===== config.mk =====
export PLATFORM = sky130hd
export DESIGN_NAME = hazard_ctrl
export DESIGN_NICKNAME = d
export VERILOG_FILES = /design/src/rtl/hazard_ctrl.sv
export SDC_FILE = /design/constraint.sdc
export NUM_CORES = 1
export LEC_CHECK = 0
export ABC_AREA = 1
export ABC_CLOCK_PERIOD_IN_PS = 4600
export CELL_PAD_IN_SITES_DETAIL_PLACEMENT = 1
export CELL_PAD_IN_SITES_GLOBAL_PLACEMENT = 1
export CORE_MARGIN = 1
export CORE_UTILIZATION = 37
export DETAILED_ROUTE_END_ITERATION = 6
export PLACE_DENSITY_LB_ADDON = 0.12
export SYNTH_ARGS = -nofsm -noshare
export SYNTH_HDL_FRONTEND = slang
export SYNTH_SLANG_ARGS = --single-unit

===== constraint.sdc =====
create_clock -name clk -period 4.6 [get_ports clk]
set_input_delay 0.46 -clock clk [delete_from_list [all_inputs] [get_ports clk]]
set_output_delay 0.46 -clock clk [all_outputs]
set_load 0.01 [all_outputs]

===== src/rtl/hazard_ctrl.sv =====
// hazard_ctrl: pipeline hold/flush sequencer for the 5-stage RV32I core, with
// load-use, redirect and memory-freeze handling plus hazard performance counters.
module hazard_ctrl #(
    parameter int TIMEOUT = 16,
    parameter int CNT_W   = 32
) (
    input  logic             clk,
    input  logic             reset,
    input  logic             id_valid,
    input  logic [4:0]       id_rs1,
    input  logic [4:0]       id_rs2,
    input  logic             id_rs1_used,
    input  logic             id_rs2_used,
    input  logic             ex_MemRead,
    input  logic [4:0]       ex_rd,
    input  logic             ex_redirect,
    input  logic             mem_req,
    input  logic             mem_ready,
    output logic             hold_pc,
    output logic             hold_ifid,
    output logic             hold_idex,
    output logic             hold_exmem,
    output logic             hold_memwb,
    output logic             flush_ifid,
    output logic             flush_idex,
    output logic             mem_err,
    output logic [1:0]       state,
    output logic [CNT_W-1:0] cnt_loaduse,
    output logic [CNT_W-1:0] cnt_memwait,
    output logic [CNT_W-1:0] cnt_flush
);
    localparam int WW = $clog2(TIMEOUT) + 1;
    localparam logic [WW-1:0] LAST = WW'(TIMEOUT - 1);

    typedef enum logic [1:0] {RUN = 2'd0, MEMWAIT = 2'd1, HALT = 2'd2} state_t;

    state_t          state_q;
    logic [WW-1:0]   wait_q;
    logic            mem_err_q;
    logic [CNT_W-1:0] cnt_lu_q, cnt_mw_q, cnt_fl_q;
    logic            freeze, lu, halt, r_frz, r_red, r_lu;

    assign freeze = mem_req & ~mem_ready;
    assign lu     = ex_MemRead & (ex_rd != 5'd0) & id_valid &
                    ((id_rs1_used & (id_rs1 == ex_rd)) | (id_rs2_used & (id_rs2 == ex_rd)));
    assign halt   = state_q == HALT;

    // One-hot row selection in priority order: halt, freeze, redirect, load-use.
    assign r_frz  = ~halt & freeze;
    assign r_red  = ~halt & ~freeze & ex_redirect;
    assign r_lu   = ~halt & ~freeze & ~ex_redirect & lu;

    assign hold_pc     = ~reset & (halt | freeze | r_lu);
    assign hold_ifid   = ~reset & (halt | freeze | r_lu);
    assign hold_idex   = ~reset & (halt | freeze);
    assign hold_exmem  = ~reset & (halt | freeze);
    assign hold_memwb  = ~reset & (halt | freeze);
    assign flush_ifid  = ~reset & r_red;
    assign flush_idex  = ~reset & (r_red | r_lu);
    assign mem_err     = mem_err_q;
    assign state       = state_q;
    assign cnt_loaduse = cnt_lu_q;
    assign cnt_memwait = cnt_mw_q;
    assign cnt_flush   = cnt_fl_q;

    always_ff @(posedge clk or posedge reset) begin
        if (reset) begin
            state_q   <= RUN;
            wait_q    <= '0;
            mem_err_q <= 1'b0;
            cnt_lu_q  <= '0;
            cnt_mw_q  <= '0;
            cnt_fl_q  <= '0;
        end else begin
            case (state_q)
                RUN: if (freeze) begin
                    state_q <= MEMWAIT;
                    wait_q  <= WW'(1);
                end
                // A dropped mem_req counts as completion, same as mem_ready.
                MEMWAIT: if (!freeze) begin
                    state_q <= RUN;
                    wait_q  <= '0;
                end else if (wait_q == LAST) begin
                    state_q   <= HALT;
                    mem_err_q <= 1'b1;
                end else begin
                    wait_q <= wait_q + 1'b1;
                end
                default: ;
            endcase
            cnt_lu_q <= cnt_lu_q + CNT_W'(r_lu);
            cnt_mw_q <= cnt_mw_q + CNT_W'(r_frz);
            cnt_fl_q <= cnt_fl_q + CNT_W'(r_red);
        end
    end
endmodule


==> flow_summary.toml, run 1 <==
[min_path]
whs_path_depth = 2
holdCritStartpoint = "mem_err$_DFFE_PP0P_"
hold_end = "mem_err$_DFFE_PP0P_"
hp-class = "reg -> reg"

[global_routing]
grt_pass1_wl_um = 29400
grt_pass1_vias = 5953
grt.overflow.total = 0
grt.total_usage = 0.225
antenna_found_initial = 0
grt_max_degree = 58

[final_layout]
drive_gt1_frac = 0.0689
nets = 971
area_growth_pct = 30.7
antenna-diode-count = 0

[critical_path]
path_class = "in -> out"
start_kind = "input port"
reg2regPathDepth = 16
critical_path_required_ns = 4.14
worstSetupEndpointType = "primary output"
crit_fanout = 57
worstPathArrival_ns = 2.42
r2r-end = "cnt_loaduse[26]$_DFF_PP0_"
r2r_slack_ns = 2.15
rr_startpoint = "state[0]$_DFFE_PP0P_"

[die]
io_pins = 130
fp.dieH_um = 129
rows = 46
die-area_sq_um = 16700
initial_core_util = 0.377
die_x_um = 129
core_area_sq_um = 15800

[clock_tree]
cts.htree.levels = 3
clock_sinks = 104
clockBufferDepth = 2
postCtsSetupBuffers = 0
numCtsBuffers = 9
cts_tree = "done"
cts_root_buf = "clkbuf_16"
clk_pin_slew_ns = 0.07
clk_latency_ns = 0.36
ctsHoldBuffers = 0
postCtsResizedCells = 0

[power]
clkPwrFrac = 0.366
switching_share = 0.274
p_seq_frac = 0.492
p_total_mw = 2.13
p_int_mw = 1.55
powerDensity_nw_per_um2 = 273
p_leak_nw = 3.50
combPwrFrac = 0.142
irDropWorstVdd_mv = 0.235
switchingPower_mw = 0.584

[detailed_routing]
drt_iter0_drc = 170
vias = 5618
wl_per_cell_um = 15.2
drt-pass1-iter-count = 4
ant_nets = 0
drc = 0
via_per_inst = 4.84
routed_wl_um = 17600

[sta]
worst_pin_slew_ns = 0.736
fin_ws_ns = 1.72
fmax_ghz = 0.347
hold_slack_ns = 0.469
finalHoldViolCount = 0
setup-tns-final_ns = 0
post-route-min-period_ns = 2.88
drv_slew = 0
period_share = 0.626
setup_viol = 0
slew_headroom = 0.509
rsz0062_at_grt = "no"
fin_worst_skew_ns = 0.0109

[logic_synthesis]
synthTopCellsByArea = "dfrtp_1 44%, nand2_1 19%, nor2_1 6.2%"
synth.distinct_cells = 29
syn_avg_cell_area_sq_um = 7.46
ys_ff_latch = 104
synth_top_area_share = 0.436
mappedNetlistArea_sq_um = 5970
synth_top_area_cell = "dfrtp_1"
ys_seq_area_frac = 0.436
yosysWarnings = 0
syn_nets = 833
synth_cells = 801

[placement]
dp_hpwl_um = 14300
port_buffers = 129
place.gp.congestion = 0.883
dp_slack_ns = 1.54

[run_status]
status = "complete, no violations"

[run]
cap_viol_max_count = 0
logic make-up (layout without fill, tap and decap cells):
group           Yosys count  count (layout)  synth area share
simple gates            534             534             0.406
xor+xnor                 48              48            0.0704
compound gates            7               7           0.00691
buf+inv                 100             243            0.0647
flops                   104             104             0.436
fa+ha+maj                 8               8            0.0168
cell usage in the layout (no fill, tap or decap), drive strengths merged, types with 2 or more instances in the layout:
cell type / synthesis / routed
nor3: 42 / 42
and2: 2 / 2
nand2: 306 / 306
xor2: 40 / 40
inv: 97 / 98
nand3b: 17 / 17
nand4: 7 / 7
clkdlybuf4s50: 0 / 129
nand3: 39 / 39
nor2: 119 / 119
xnor2: 8 / 8
clkinv: 0 / 4
dfrtp: 104 / 104
o21ai: 4 / 4
ha: 8 / 8
clkbuf: 0 / 10
through the flow:
stage	util	cells	instance area [sq um]
2_1_floorplan	-	801	5970
3_3_place_gp	0.475	1144	7520
3_5_place_dp	0.475	1144	7520
4_1_cts	0.494	1160	7810
5_1_grt	0.494	1160	7810
6_report	0.494	1160	7810
routing by layer:
layer / GRT usage / routed length (um) / vias to the layer above / share of wire
met1: 0.278 / 7770 / 2730 / 0.44
met4: 0.0817 / 333 / 0 / 0.019
li1: - / - / 2746 / -
met2: 0.399 / 8860 / 116 / 0.50
met3: 0.0343 / 615 / 26 / 0.035
met5: 0 / 0 / - / 0
synthesized netlist by cell type, drive strengths merged:
cell type    n
nor2       119
nand2      306
nand3       39
xnor2        8
o21ai        4
xor2        40
or2          1
dfrtp      104
buf          3
a21oi        1
inv         97
and3         1
nor3        42
ha           8
nand4        7
a221oi       1
o211ai       1
and2         2
nand3b      17
registers in the layout (all words and copies together) (netlist names):
name,cells
cnt_flush,32
cnt_loaduse,32
cnt_memwait,32
mem_err,1
state,2
wait_q,5
power by group through the flow:
stage	sequential, mW	clock [mW]	combinational [mW]
3_3_place_gp	1.07	0	0.300
6_report	1.05	0.780	0.302
4_1_cts	1.05	0.800	0.310
2_1_floorplan	1.07	0	0.114
3_5_place_dp	1.07	0	0.308
5_1_grt	1.06	0.829	0.333
how the worst max path moves through the flow:
stage,from,to,cells past startpoint
after floorplan,reset,hold_pc,4
after global placement,mem_ready,cnt_loaduse[30]$_DFF_PP0_,17
after detailed placement,mem_ready,cnt_loaduse[26]$_DFF_PP0_,17
after CTS,reset,hold_ifid,5
after global routing,reset,hold_pc,5
final,reset,hold_ifid,5
final cells by class:
type	instances	area, sq um
Sequential cell	104	2600
Multi-Input combinational cell	597	2990
Clock buffer	10	229
Fill cell	1960	8020
Clock inverter	6	58.8
Tap cell	216	270
Timing Repair Buffer	130	1300
Inverter	97	367
worst max-delay path: stages:
cell and delay, ns:
clkdlybuf4s50_1 0.47, inv_4 0.55, nand3_1 0.24, nand2_1 0.15, clkdlybuf4s50_1 0.55
Note: power is estimated with default switching activity, not from simulation.
==> inputs of run 2 (changes only) <==
Settings changed: ABC_CLOCK_PERIOD_IN_PS 4600 to 2800.
Clock period 4.6 ns to 2.8 ns, I/O delays scaled along.
==> run 2 against run 1 <==
  * Sequential power is 65% higher
  * Critical path depth increased by 5
  * Largest power group unchanged
  * Clock-buffer cell count increased by 2
  * Wire length increased by 0.61%
==> flow_summary.toml, run 2 (same netlist as run 1, synthesis figures left out) <==
[clock_tree]
cts.htree.levels = 3
ctsHoldBuffers = 0
clock_sinks = 104
clk_pin_slew_ns = 0.07
cts_tree = "done"
numCtsBuffers = 9
postCtsSetupBuffers = 0
clockBufferDepth = 2
clk_latency_ns = 0.36
postCtsResizedCells = 0
cts_root_buf = "clkbuf_16"

[global_routing]
antenna_found_initial = 0
met3_usage = 0.0495
grt_pass1_vias = 5988
met1_usage = 0.269
grtUsageMet2 = 0.402
grt_pass1_wl_um = 29200
grt.total_usage = 0.224
grt_max_degree = 56
grt.overflow.total = 0
top_usage_layer = "met2"

[final_layout]
drive_gt1_frac = 0.0707
final_cells = 1163
area_growth_pct = 31.7
nets = 974
final_common_cell = "nand2_1"
mostFrequentLayoutCells = "299 x nand2_1, 129 x clkdlybuf4s50_1, 104 x dfrtp_1"
antenna-diode-count = 0

[placement]
place_inst = 1147
dp_hpwl_um = 14500
place.gp.congestion = 0.880
port_buffers = 129

[detailed_routing]
vias = 5621
wl_per_cell_um = 15.2
routed_wl_um = 17700
drt_iter0_drc = 163
ant_nets = 0
drc = 0
drt-pass1-iter-count = 4
via_per_inst = 4.83

[critical_path]
reg2regPathDepth = 16
critical_path_required_ns = 2.52
cpMaxStageDelayCell = "clkdlybuf4s50_1"
r2r-end = "cnt_loaduse[30]$_DFF_PP0_"
cpMostUsedCell = "nand2_1"
crit_chain = "clkdlybuf4s50_1 -> inv_1 -> nand2_1 -> nand2_1 -> nor2_1 -> nand3_1 -> nand2_1 -> nand3_1 -> nand2_1 -> clkdlybuf4s50_1"
worstPathArrival_ns = 2.10
path_class = "in -> out"
cpPeakStageDelay_ns = 0.55
rr_startpoint = "state[0]$_DFFE_PP0P_"
worstSetupEndpointType = "primary output"
endpoint = "hold_ifid"
startpoint = "ex_rd[4]"
start_kind = "input port"
r2r_slack_ns = 0.45
crit_fanout = 3

[sta]
rsz0062_at_grt = "no"
slew_headroom = 0.518
setup_viol = 0
setup-tns-final_ns = 0
drv_slew = 0
post-route-min-period_ns = 2.38
finalHoldViolCount = 0
period_share = 0.850
fmax_ghz = 0.420
worst_pin_slew_ns = 0.723
fin_worst_skew_ns = 0.00906

[power]
combPwrFrac = 0.139
powerDensity_nw_per_um2 = 459
switchingPower_mw = 0.950
clkPwrFrac = 0.384
p_int_mw = 2.67
irDropWorstVdd_mv = 0.285
p_leak_nw = 3.51
p_seq_frac = 0.477
switching_share = 0.263

[die]
die_x_um = 129
die-area_sq_um = 16700
io_pins = 130
rows = 46
fp.dieH_um = 129
initial_core_util = 0.377
core_area_sq_um = 15800

[run_status]
status = "complete, no violations"

[min_path]
hp-class = "reg -> reg"
holdCritStartpoint = "mem_err$_DFFE_PP0P_"

[run]
cap_viol_max_count = 0
run 2: critical path, delay by kind of cell:
family / cells / cell delay [ns]
buf+inv: 3 / 1.13
simple gates: 7 / 0.68
run 2: routing by layer:
metal | share of wire | vias up
met4 | 0.016 | 0
li1 | - | 2750
met2 | 0.51 | 117
met5 | 0 | -
met3 | 0.033 | 22
met1 | 0.44 | 2732
run 2: cell type report:
| cell class | count | area, sq um |
|---|---|---|
| Clock buffer | 12 | 246 |
| Clock inverter | 4 | 76.3 |
| Fill cell | 1934 | 7960 |
| Inverter | 97 | 368 |
| Multi-Input combinational cell | 597 | 2990 |
| Sequential cell | 104 | 2600 |
| Tap cell | 216 | 270 |
| Timing Repair Buffer | 133 | 1320 |
run 2: how the worst min path moves through the flow:
stage                            endpoint  slack (ns)  cells past startpoint
detailed placement    mem_err$_DFFE_PP0P_        0.45                      2
floorplan           wait_q[1]$_DFFE_PP0P_        0.48                      2
global placement      mem_err$_DFFE_PP0P_        0.45                      2
finish                mem_err$_DFFE_PP0P_        0.46                      2
global route          mem_err$_DFFE_PP0P_        0.48                      2
CTS                   mem_err$_DFFE_PP0P_        0.47                      2
run 2: power groups by stage:
stage	sequential, mW	clock (mW)	combinational [mW]
6_report	1.73	1.39	0.501
5_1_grt	1.74	1.48	0.558
4_1_cts	1.73	1.43	0.514
3_5_place_dp	1.75	0	0.512
3_3_place_gp	1.75	0	0.496
2_1_floorplan	1.77	0	0.187
run 2: metrics by stage:
stage               utilization  cell area, sq um  total power [mW]  hold WS [ns]  setup WS (ns)
floorplan                     -              5980              1.95         0.479         0.0635
global placement          0.477              7550              2.24         0.449          0.180
detailed placement        0.477              7550              2.27         0.450         0.0219
CTS                       0.497              7870              3.67         0.468          0.390
global route              0.497              7870              3.78         0.481          0.242
finish                    0.497              7870              3.62         0.464          0.420
==> inputs of run 3 (changes only) <==
Settings changed: ABC_CLOCK_PERIOD_IN_PS 2800 to 2200.
Clock period 2.8 ns to 2.2 ns, I/O delays scaled along.
==> run 3 against run 2 <==
  * Combinational power rose by 39%
  * Worst hold slack improved by 0.015 ns
  * Total power increased by 24%
  * Clock skew up 0.0028 ns
  * Critical path depth is 3 lower
  * First-iteration DRC count up 7.4%
  * Final cell count up 3.7%
  * Flip-flop and latch count unchanged
  * Setup slack lost 0.31 ns
  * Clock-buffer cell count shrank 3
==> flow_summary.toml, run 3 (same netlist as run 1, synthesis figures left out) <==
[detailed_routing]
via_per_inst = 4.82
vias = 5815
drt_iter0_drc = 175
drc = 0
routed_wl_um = 18400
wl_per_cell_um = 15.3
drt-pass1-iter-count = 4
ant_nets = 0

[min_path]
holdCritStartpoint = "mem_err$_DFFE_PP0P_"
hold_end = "mem_err$_DFFE_PP0P_"
hp-class = "reg -> reg"
whs_path_depth = 2

[power]
powerDensity_nw_per_um2 = 543
p_leak_nw = 3.74
irDropWorstVdd_mv = 0.420

[critical_path]
r2r-end = "cnt_loaduse[25]$_DFF_PP0_"
r2r_slack_ns = 0.14
worstSetupEndpointType = "primary output"
reg2regPathDepth = 15
crit_fanout = 4
path_class = "reg -> out"
critical_path_required_ns = 1.98
start_kind = "flop"
rr_startpoint = "state[1]$_DFFE_PP0P_"
worstPathArrival_ns = 1.87

[die]
rows = 46
core_area_sq_um = 15800
io_pins = 130
fp.dieH_um = 129
initial_core_util = 0.377
die_x_um = 129
die-area_sq_um = 16700

[sta]
post-route-min-period_ns = 2.09
slew_headroom = 0.508
hold_slack_ns = 0.479
fin_worst_skew_ns = 0.0119
worst_pin_slew_ns = 0.738
drv_slew = 0
fmax_ghz = 0.478
finalHoldViolCount = 0
period_share = 0.951
setup_viol = 0

[final_layout]
area_growth_pct = 37.6
final_common_cell = "nand2_1"
drive_gt1_frac = 0.128
utilization = 0.519
mostFrequentLayoutCells = "296 x nand2_1, 123 x clkdlybuf4s50_1, 104 x dfrtp_1"
nets = 1017
antenna-diode-count = 0

[global_routing]
grt.total_usage = 0.231
grt_pass1_wl_um = 29800
grt_max_degree = 56
antenna_found_initial = 0
grt_pass1_vias = 6068
grt.overflow.total = 0

[run_status]
status = "complete, no violations"

[clock_tree]
cts.htree.levels = 3
clockBufferDepth = 2
numCtsBuffers = 9
clk_pin_slew_ns = 0.07
cts_tree = "done"
clock_sinks = 104
clk_latency_ns = 0.36
cts_root_buf = "clkbuf_16"

[run]
cap_viol_max_count = 0

[placement]
place.gp.congestion = 0.876
dp_hpwl_um = 14900
port_buffers = 129
[run 3: final cells by class]
cell class	count	area, sq um
Fill cell	1967	7610
Multi-Input combinational cell	597	3050
Sequential cell	104	2600
Timing Repair Buffer	176	1650
Inverter	97	370
Tap cell	216	270
Clock buffer	9	225
Clock inverter	7	52.6
[run 3: timing repair]
action | CTS | global route
gates resized for setup | 12 | 13
gates cloned | 0 | 0
buffers inserted | 1 | 2
hold buffers | 0 | 0
pin swaps | 1 | 4
setup endpoints to repair | 17 | 30
[run 3: critical path: stages (launching register included)]
cell and delay (ns):
dfrtp_1 0.39, inv_1 0.08, nand2_2 0.06, nand2_1 0.09, inv_1 0.05, buf_4 0.13
nor2_2 0.15, clkdlybuf4s50_1 0.57
[run 3: how the worst max path moves through the flow]
stage | start | endpoint | slack, ns | cells after the start
floorplan | reset | hold_pc | -0.32 | 4
global placement | ex_rd[4] | cnt_loaduse[30]$_DFF_PP0_ | -0.27 | 17
detailed placement | ex_rd[4] | cnt_loaduse[26]$_DFF_PP0_ | -0.48 | 17
CTS | state[1]$_DFFE_PP0P_ | cnt_loaduse[25]$_DFF_PP0_ | 0.01 | 15
global route | ex_rd[2] | cnt_loaduse[31]$_DFF_PP0_ | -0.02 | 17
finish | state[0]$_DFFE_PP0P_ | hold_exmem | 0.11 | 7
[run 3: per-stage QoR]
stage	instance area (sq um)	total power [mW]	cells	setup slack, ns	setup TNS (ns)
after floorplan	5980	2.49	801	-0.320	-0.805
after global placement	7850	2.90	1187	-0.266	-6.51
after detailed placement	7850	2.93	1187	-0.479	-12.05
after CTS	8160	4.52	1204	0.0118	0
after global routing	8220	4.66	1206	-0.0166	-0.0499
final	8220	4.47	1206	0.108	0
[run 3: layer usage]
metal | vias up | track usage | routed length (um)
met5 | - | 0 | 0
met1 | 2853 | 0.272 | 7750
li1 | 2840 | - | -
met3 | 19 | 0.0367 | 606
met4 | 0 | 0.0713 | 265
met2 | 103 | 0.431 | 9790
[run 3: report_power, final]
group	internal [mW]	switching, mW	leakage (nW)
registers	2.02	0.178	1.36
logic	0.378	0.315	2.24
clock network	0.779	0.790	0.137
